==> src/rtl/multi_pkg.sv <==
`default_nettype none
// ============================================================================
// Module   : multi_pkg
// Brief    : Shared state encoding and default operand width for multi_seq.
// Revision : 1.0  initial release
// ============================================================================
package multi_pkg;

  localparam int MULTI_N_DEF = 4;

  typedef enum logic [1:0] {
    IDLE = 2'd0,
    RUN  = 2'd1,
    DONE = 2'd2
  } state_t;

endpackage : multi_pkg
`default_nettype wire

==> src/rtl/multi_addshift.sv <==
`default_nettype none
// ============================================================================
// Module   : multi_addshift
// Brief    : One shift-add multiplication step: conditional add into the upper
//            accumulator half, then a one-bit right shift of {acc_hi, mplier}.
// Revision : 1.0  initial release
// ============================================================================
module multi_addshift #(
  parameter int N = 4
) (
  input  logic [N-1:0] mcand,
  input  logic [N-1:0] acc_hi,
  input  logic [N-1:0] mplier,
  output logic [N-1:0] acc_hi_next,
  output logic [N-1:0] mplier_next
);

  // N+1 bits so the carry of the add survives into the shift
  logic [N:0] sum;

  always_comb begin
    sum         = {1'b0, acc_hi} + (mplier[0] ? {1'b0, mcand} : '0);
    acc_hi_next = sum[N:1];
    mplier_next = {sum[0], mplier[N-1:1]};
  end

endmodule : multi_addshift
`default_nettype wire

==> src/rtl/multi_seq.sv <==
`default_nettype none
// ============================================================================
// Module   : multi_seq
// Brief    : Sequential shift-add multiplier, one multiplier bit per cycle,
//            fixed latency N. Define MULTI_SIGNED_EN for two's complement.
// Revision : 1.0  initial release
// ============================================================================
module multi_seq
  import multi_pkg::*;
#(
  parameter int N  = MULTI_N_DEF,
  parameter int CW = $clog2(N + 1)
) (
  input  logic           clk,
  input  logic           rst,
  input  logic           start,
  input  logic [N-1:0]   A,
  input  logic [N-1:0]   B,
  output logic           busy,
  output logic           done,
  output logic [2*N-1:0] P
);

  state_t          state;
  logic [CW-1:0]   cnt;
  logic [N-1:0]    mcand;
  logic [N-1:0]    acc_hi;
  logic [N-1:0]    mplier;
  logic [N-1:0]    acc_hi_next;
  logic [N-1:0]    mplier_next;
  logic [N-1:0]    cap_a;
  logic [N-1:0]    cap_b;
  logic [2*N-1:0]  result;
  logic            capture;

  assign capture = (state != RUN) && start;

  multi_addshift #(.N(N)) u_step (
    .mcand       (mcand),
    .acc_hi      (acc_hi),
    .mplier      (mplier),
    .acc_hi_next (acc_hi_next),
    .mplier_next (mplier_next)
  );

`ifdef MULTI_SIGNED_EN
  // Iterate on magnitudes; the product sign is restored at load time
  logic neg;

  always_comb begin
    cap_a  = A[N-1] ? (~A + 1'b1) : A;
    cap_b  = B[N-1] ? (~B + 1'b1) : B;
    result = neg ? (~{acc_hi_next, mplier_next} + 1'b1)
                 : {acc_hi_next, mplier_next};
  end

  always_ff @(posedge clk) begin
    if (rst) begin
      neg <= 1'b0;
    end else if (capture) begin
      neg <= A[N-1] ^ B[N-1];
    end
  end
`else
  always_comb begin
    cap_a  = A;
    cap_b  = B;
    result = {acc_hi_next, mplier_next};
  end
`endif

  always_ff @(posedge clk) begin
    if (rst) begin
      state  <= IDLE;
      busy   <= 1'b0;
      done   <= 1'b0;
      P      <= '0;
      cnt    <= '0;
      mcand  <= '0;
      acc_hi <= '0;
      mplier <= '0;
    end else begin
      case (state)
        IDLE, DONE: begin
          done <= 1'b0;
          if (capture) begin
            mcand  <= cap_a;
            mplier <= cap_b;
            acc_hi <= '0;
            cnt    <= '0;
            busy   <= 1'b1;
            state  <= RUN;
          end else begin
            busy  <= 1'b0;
            state <= IDLE;
          end
        end
        RUN: begin
          acc_hi <= acc_hi_next;
          mplier <= mplier_next;
          cnt    <= cnt + 1'b1;
          // Final iteration: the step output already holds the full product
          if (cnt == CW'(N - 1)) begin
            P     <= result;
            done  <= 1'b1;
            busy  <= 1'b0;
            state <= DONE;
          end
        end
        default: begin
          busy  <= 1'b0;
          done  <= 1'b0;
          state <= IDLE;
        end
      endcase
    end
  end

endmodule : multi_seq
`default_nettype wire

==> config.mk <==
export PLATFORM = sky130hd
export DESIGN_NAME = multi_seq
export DESIGN_NICKNAME = d
export VERILOG_FILES = /design/src/rtl/multi_pkg.sv /design/src/rtl/multi_addshift.sv /design/src/rtl/multi_seq.sv
export SDC_FILE = /design/constraint.sdc
export NUM_CORES = 1
export LEC_CHECK = 0
export ABC_CLOCK_PERIOD_IN_PS = 2000
export CAP_MARGIN = 20
export CORE_UTILIZATION = 50
export CTS_BUF_LIST = sky130_fd_sc_hd__clkbuf_8
export CTS_CLUSTER_SIZE = 25
export DETAILED_ROUTE_END_ITERATION = 10
export PLACE_DENSITY_LB_ADDON = 0.12
export SETUP_SLACK_MARGIN = 0.2
export SYNTH_ARGS = -nofsm -noshare
export SYNTH_HDL_FRONTEND = slang
export SYNTH_SLANG_ARGS = --single-unit
==> constraint.sdc <==
create_clock -name clk -period 2 [get_ports clk]
set_clock_uncertainty 0.1 [all_clocks]
set_input_delay 0.2 -clock clk [delete_from_list [all_inputs] [get_ports clk]]
set_output_delay 0.2 -clock clk [all_outputs]
set_load 0.005 [all_outputs]
==> reports/qor.csv, run 1 <==
metric;value;unit
min_path_type;register to register;
cts_tree;built;
pwr-share-comb;10.5;%
grt_first_pass_wirelength;3864;µm
antennaDiodeCount;0;
fillCellCount;205;
ys_warn_count;0;
synth-main-ff-cell;dfxtp_1;
die_area;2566;µm²
cts_buffer_depth;2;
final_core_utilization;66.57;%
start_util;53.51;%
cts_buffers;3;
rsz0062_at_grt;true;
cts_max_level;1;
clk_pin_slew_worst_paths;90;ps
synth_top_area_share;45.67;%
dr.first_iter.drc_count;32;
worst_slew_pin_slew;380.7;ps
dp_hpwl;1736;µm
ys_types;31;
fin_crit_sh;85.52;%
die_x;50.66;µm
worst_slack;289.6;ps
synth_edf_count;0;
drc;0;
p_seq_share;58.3;%
cp_data_required_time;2070;ps
vias;989;
fin_nets;176;
maxSlewHeadroom;74.59;%
wl_per_cell;13.28;µm
power.density;657.8;nW/µm²
worstPathArrival;1780;ps
clockRootBuffer;clkbuf_8;
p_sw;0.0002295;W
p_int;0.0007393;W
cap_violations;0;
wl;2457;µm
synth_cells;136;
synth_area_leaders;dfxtp_1, a21oi_1, nand2_1;
peakVddDrop;413.6;µV
p_sw_share;23.69;%
syn-num-nets;154;
viasPerCell;5.346;
synth-seq-cells;27;
rows;17;
leakage;0.5753;nW
finalSetupViolations;0;
start_kind;register;
max_freq;0.5847;GHz
dp_slack;210.9;ps
crit_path_end_kind;register;
maxSlewViolCount;0;
critical_path.slowest_cell;fa_2;
hold_ws;358.2;ps
crit_type;register to register;
synth_area;1184;µm²
synth_area_leader_cell;dfxtp_1;
synthMuxAreaShare;0;%
yosys.area_share.simple;23.15;%
port-buffer-count;20;
grt.total_usage;20.57;%
setup_tns;0;ps
slowest_delay;540;ps
first_pass_iters;4;
ant_nets;0;
cp_top_family;adder cells;
syn2layout_area_growth;24.42;%
yosysSeqAreaShare;45.67;%
crit_top_cell;nor2_1;
final-hold-violation-count;0;
die_h;50.66;µm
outcome;complete, no violations;
path_buf_inv;1;
finalCriticalPeriod;1710;ps
worst-path-max-fanout;5;
synth_top_family_by_area;simple AND/OR/NAND/NOR gates;
gr-total-overflow;0;
drive_gt1_share;13.38;%
antenna_found_initial;0;
synth_compound_area_share;16.70;%
grt_max_degree;15;
synth_xor_area_share;0.7400;%
synth_fa_ha_area_share;8.034;%
ys_async_sr_fraction;0;%
cts.sinks;27;
path_cells;and2_1 > ha_2 > inv_1 > fa_2 > nor2_1 > a21oi_1 > nor2_1;
gp_congestion;0.8272;
synth.avg_cell_area;8.703;µm²
clock_latency;270;ps
io_pins;21;
clkPwrFrac;31.2;%
core_area;2212;µm²
first_global_vias;934;
[cells in the final DEF (no fill, tap or decap), drive strengths merged]
| master | n |
|---|---|
| nand2 | 25 |
| inv | 6 |
| clkdlybuf4s50 | 20 |
| or3 | 1 |
| or2b | 1 |
| and2 | 4 |
| buf | 4 |
| a211oi | 2 |
| xnor2 | 1 |
| nand4b | 1 |
| a22oi | 6 |
| nor3b | 1 |
| clkbuf | 3 |
| nor3 | 1 |
| and3 | 1 |
| a21oi | 20 |
| o21ai | 1 |
| dfxtp | 27 |
| nor2b | 1 |
| nand2b | 1 |
| ha | 6 |
| o31ai | 1 |
| nand3 | 3 |
| and2b | 1 |
| fa | 1 |
| nor2 | 16 |
| a21o | 2 |
[worst paths after layout]
path | endpoint | cells after the start | from | slack, ps
worst max-delay path | acc_hi[0] | 7 | mplier[0] | 290
worst min-delay path | mcand[2] | 2 | mcand[2] | 360
worst max register to register | acc_hi[0] | 7 | mplier[0] | 290
worst min register to register | mcand[2] | 2 | mcand[2] | 360
[per-layer routing]
metal / vias up / part of all wire (%) / track usage (%)
li1: 499 / - / -
met1: 466 / 44 / 22.72
met2: 20 / 51 / 38.22
met3: 4 / 3.2 / 3.636
met4: 0 / 1.2 / 8.333
met5: - / 0 / 0
[synthesized netlist by cell type, types with 2 or more instances]
cell	number
dfxtp_1	27
ha_1	6
nand2_1	25
nor2_2	3
a21oi_1	20
and2_1	3
nor2_1	13
a22oi_1	6
a211oi_2	2
buf_2	2
a21o_1	2
clkbuf_1	2
nand3_1	3
inv_1	5
[tightest hold or removal path, cell delays in order, from the launching register on]
cell     delay, ps
dfxtp_1        320
nand2_1         50
a21oi_1         50
[timing repair]
| action | 4_1_cts | 5_1_grt |
|---|---|---|
| cloned | 0 | 0 |
| hold buffers | 0 | 0 |
| buffers inserted | 0 | 1 |
| pin swaps | 0 | 2 |
| resized for setup | 1 | 5 |
| endpoints found under the setup margin | 2 | 5 |
[state kept, by name, indices dropped and copies added (netlist names)]
register  cells
P             8
acc_hi        4
mcand         4
mplier        4
cnt           3
state         2
busy          1
done          1
[cell families (layout without fill, tap and decap cells)]
| kind of cell | Yosys count | in the layout |
|---|---|---|
| DFF | 27 | 27 |
| buffers and inverters | 12 | 33 |
| xor gates and xnor gates | 1 | 1 |
| adders and majority gates | 7 | 7 |
| and+or+nand+nor | 57 | 57 |
| AOI/OAI and AO/OA | 32 | 32 |
[stage by stage]
stage	power, W	cells	instance area [µm²]
after detailed placement	0.0006773	180	1393
after global placement	0.0006737	180	1393
after global routing	0.001001	185	1473
final	0.0009687	185	1473
after floorplan	0.0006376	136	1184
after CTS	0.0009740	184	1439
[final cells by class]
class                   count  area (µm²)  area share (%)
multi-input cells          97       601.8           40.87
flip-flops and latches     27       541.8           36.79
repair buffers             24       230.2           15.63
clock buffers               3       41.29           2.804
well taps                  28       35.03           2.379
inverters                   5       18.77           1.274
clock inverters             1       3.754          0.2549
[power by group through the flow]
| stage | combinational, W | clock (W) | sequential (W) |
|---|---|---|---|
| 4_1_cts | 0.000101 | 0.000309 | 0.000564 |
| 6_report | 0.000102 | 0.000303 | 0.000564 |
| 5_1_grt | 0.000111 | 0.000323 | 0.000567 |
| 2_1_floorplan | 0.0000634 | 0 | 0.000574 |
| 3_5_place_dp | 0.000101 | 0 | 0.000576 |
| 3_3_place_gp | 0.0000979 | 0 | 0.000576 |
No activity file was read; power rests on OpenSTA's default activity.
==> inputs of run 2 (changes only) <==
--- a/config.mk
+++ b/config.mk
@@ -5,7 +5,7 @@
 export SDC_FILE = /design/constraint.sdc
 export NUM_CORES = 1
 export LEC_CHECK = 0
-export ABC_CLOCK_PERIOD_IN_PS = 2000
+export ABC_CLOCK_PERIOD_IN_PS = 1600
 export CAP_MARGIN = 20
 export CORE_UTILIZATION = 50
 export CTS_BUF_LIST = sky130_fd_sc_hd__clkbuf_8
==> constraint.sdc (replaced) <==
create_clock -name clk -period 1.6 [get_ports clk]
set_clock_uncertainty 0.1 [all_clocks]
set_input_delay 0.16 -clock clk [delete_from_list [all_inputs] [get_ports clk]]
set_output_delay 0.16 -clock clk [all_outputs]
set_load 0.005 [all_outputs]
==> reports/qor.csv, run 2 (synthesized netlist as in run 1, its figures left out) <==
metric;value;unit
gr-total-overflow;0;
cts_buffer_depth;2;
worst_slack;-46.42;ps
final_common_cell;nand2_1;
finalCriticalPeriod;1646;ps
cts_tree;built;
die_area;2566;µm²
failed_checks;negative setup slack;
fin_crit_sh;102.9;%
clockRootBuffer;clkbuf_8;
wl_per_cell;12.90;µm
r2r-end;acc_hi[0];
dr.first_iter.drc_count;14;
worst_slew_pin_slew;325.7;ps
die_h;50.66;µm
fillCellCount;180;
final-hold-violation-count;0;
finalSetupViolations;6;
core_area;2212;µm²
peakVddDrop;601.5;µV
dp_hpwl;1733;µm
crit_top_cell;nor2_1;
worstPathArrival;1710;ps
final_core_utilization;72.96;%
rsz0062_at_grt;true;
critical_path.endpoint;acc_hi[0];
top_register;P;
power.density;761.2;nW/µm²
dp_slack;-55.39;ps
largest_reg_flops;8;
drive_gt1_share;27.98;%
grt_first_pass_wirelength;3898;µm
outcome;complete, but fails checks;
io_pins;21;
first_pass_iters;4;
fin_nets;187;
mostFrequentLayoutCells;nand2_1, dfxtp_1, clkdlybuf4s50_1, a21oi_1, buf_4;
clk_pin_slew_worst_paths;90;ps
first_global_vias;952;
rrSetupSlack;-50;ps
cts_buffers;3;
antennaDiodeCount;0;
maxSlewHeadroom;78.28;%
start_kind;register;
grt_max_degree;19;
crit_type;register to register;
path_cells;and2_4 > ha_4 > inv_2 > fa_2 > nor2_1 > a21oi_1 > nor2_1;
start_util;53.51;%
setup.worst_path.start;mplier[0];
cts_hold_buf;0;
leakage;0.6448;nW
rr_worst_depth;7;
max_freq;0.6074;GHz
critical_path.slowest_cell;fa_2;
p_total;0.001229;W
min_path_type;input port to register;
viasPerCell;5.260;
cap_violations;0;
ant_nets;0;
placed_cell_area;1463;µm²
slowest_delay;530;ps
clock_latency;270;ps
cts_max_level;1;
port-buffer-count;20;
gp_congestion;0.7841;
wl;2529;µm
maxSlewViolCount;0;
die_x;50.66;µm
worst-path-max-fanout;5;
r2r_start;mplier[0];
drc;0;
rows;17;
cts.sinks;27;
syn2layout_area_growth;36.36;%
crit_path_end_kind;register;
grt.total_usage;20.29;%
antenna_found_initial;0;
vias;1031;
cp_data_required_time;1670;ps
postLayoutCellArea;1614;µm²
-- run 2: final cells by class --
cell class | count | area [µm²] | share of cell area (%)
multi-input combinational | 98 | 658.1 | 40.78
timing repair buffer | 34 | 305.3 | 18.91
sequential | 27 | 551.8 | 34.19
tap | 28 | 35.03 | 2.171
clock buffer | 3 | 41.29 | 2.558
inverter | 5 | 18.77 | 1.163
clock inverter | 1 | 3.754 | 0.2326
-- run 2: metrics by stage --
| step | TNS (ps) | cells | hold slack [ps] |
|---|---|---|---|
| floorplan | 0 | 136 | 196.0 |
| global placement | -30.41 | 185 | 345.6 |
| detailed placement | -168.4 | 185 | 347.1 |
| CTS | -113.6 | 190 | 330.8 |
| global route | -750.8 | 196 | 354.2 |
| finish | -183.3 | 196 | 333.2 |
-- run 2: metal layers --
layer	part of all wire, %	global-route usage [%]	up-vias
li1	-	-	519
met4	1.6	8.333	0
met5	0	0	-
met1	42	22.63	486
met2	52	37.33	21
met3	4.0	3.636	5
-- run 2: repair_timing --
action / in CTS / in global routing
gates cloned: 0 / 1
buffers inserted: 1 / 5
gates resized for setup: 5 / 13
pin swaps: 2 / 3
endpoints found under the setup margin: 9 / 18
-- run 2: worst min-delay path by stage --
stage	cells after the start	to	slack (ps)	start
global route	3	mcand[3]	350	A[3]
global placement	2	P[1]	350	P[1]
finish	3	mcand[3]	330	A[3]
detailed placement	2	P[5]	350	P[5]
floorplan	2	mcand[0]	200	A[0]
CTS	3	mcand[3]	330	A[3]
-- run 2: critical path, delay by kind of cell, from the launching register on --
family / cells / cell delay (ps)
flops: 1 / 370
compound gates: 1 / 120
buf+inv: 1 / 30
fa+ha+maj: 2 / 660
simple gates: 3 / 260
-- run 2: report_power, final --
group / total [W] / switching (W) / internal [W]
clock network: 0.000374 / 0.000202 / 0.000172
logic: 0.000149 / 0.0000711 / 0.0000775
registers: 0.000706 / 0.0000140 / 0.000692
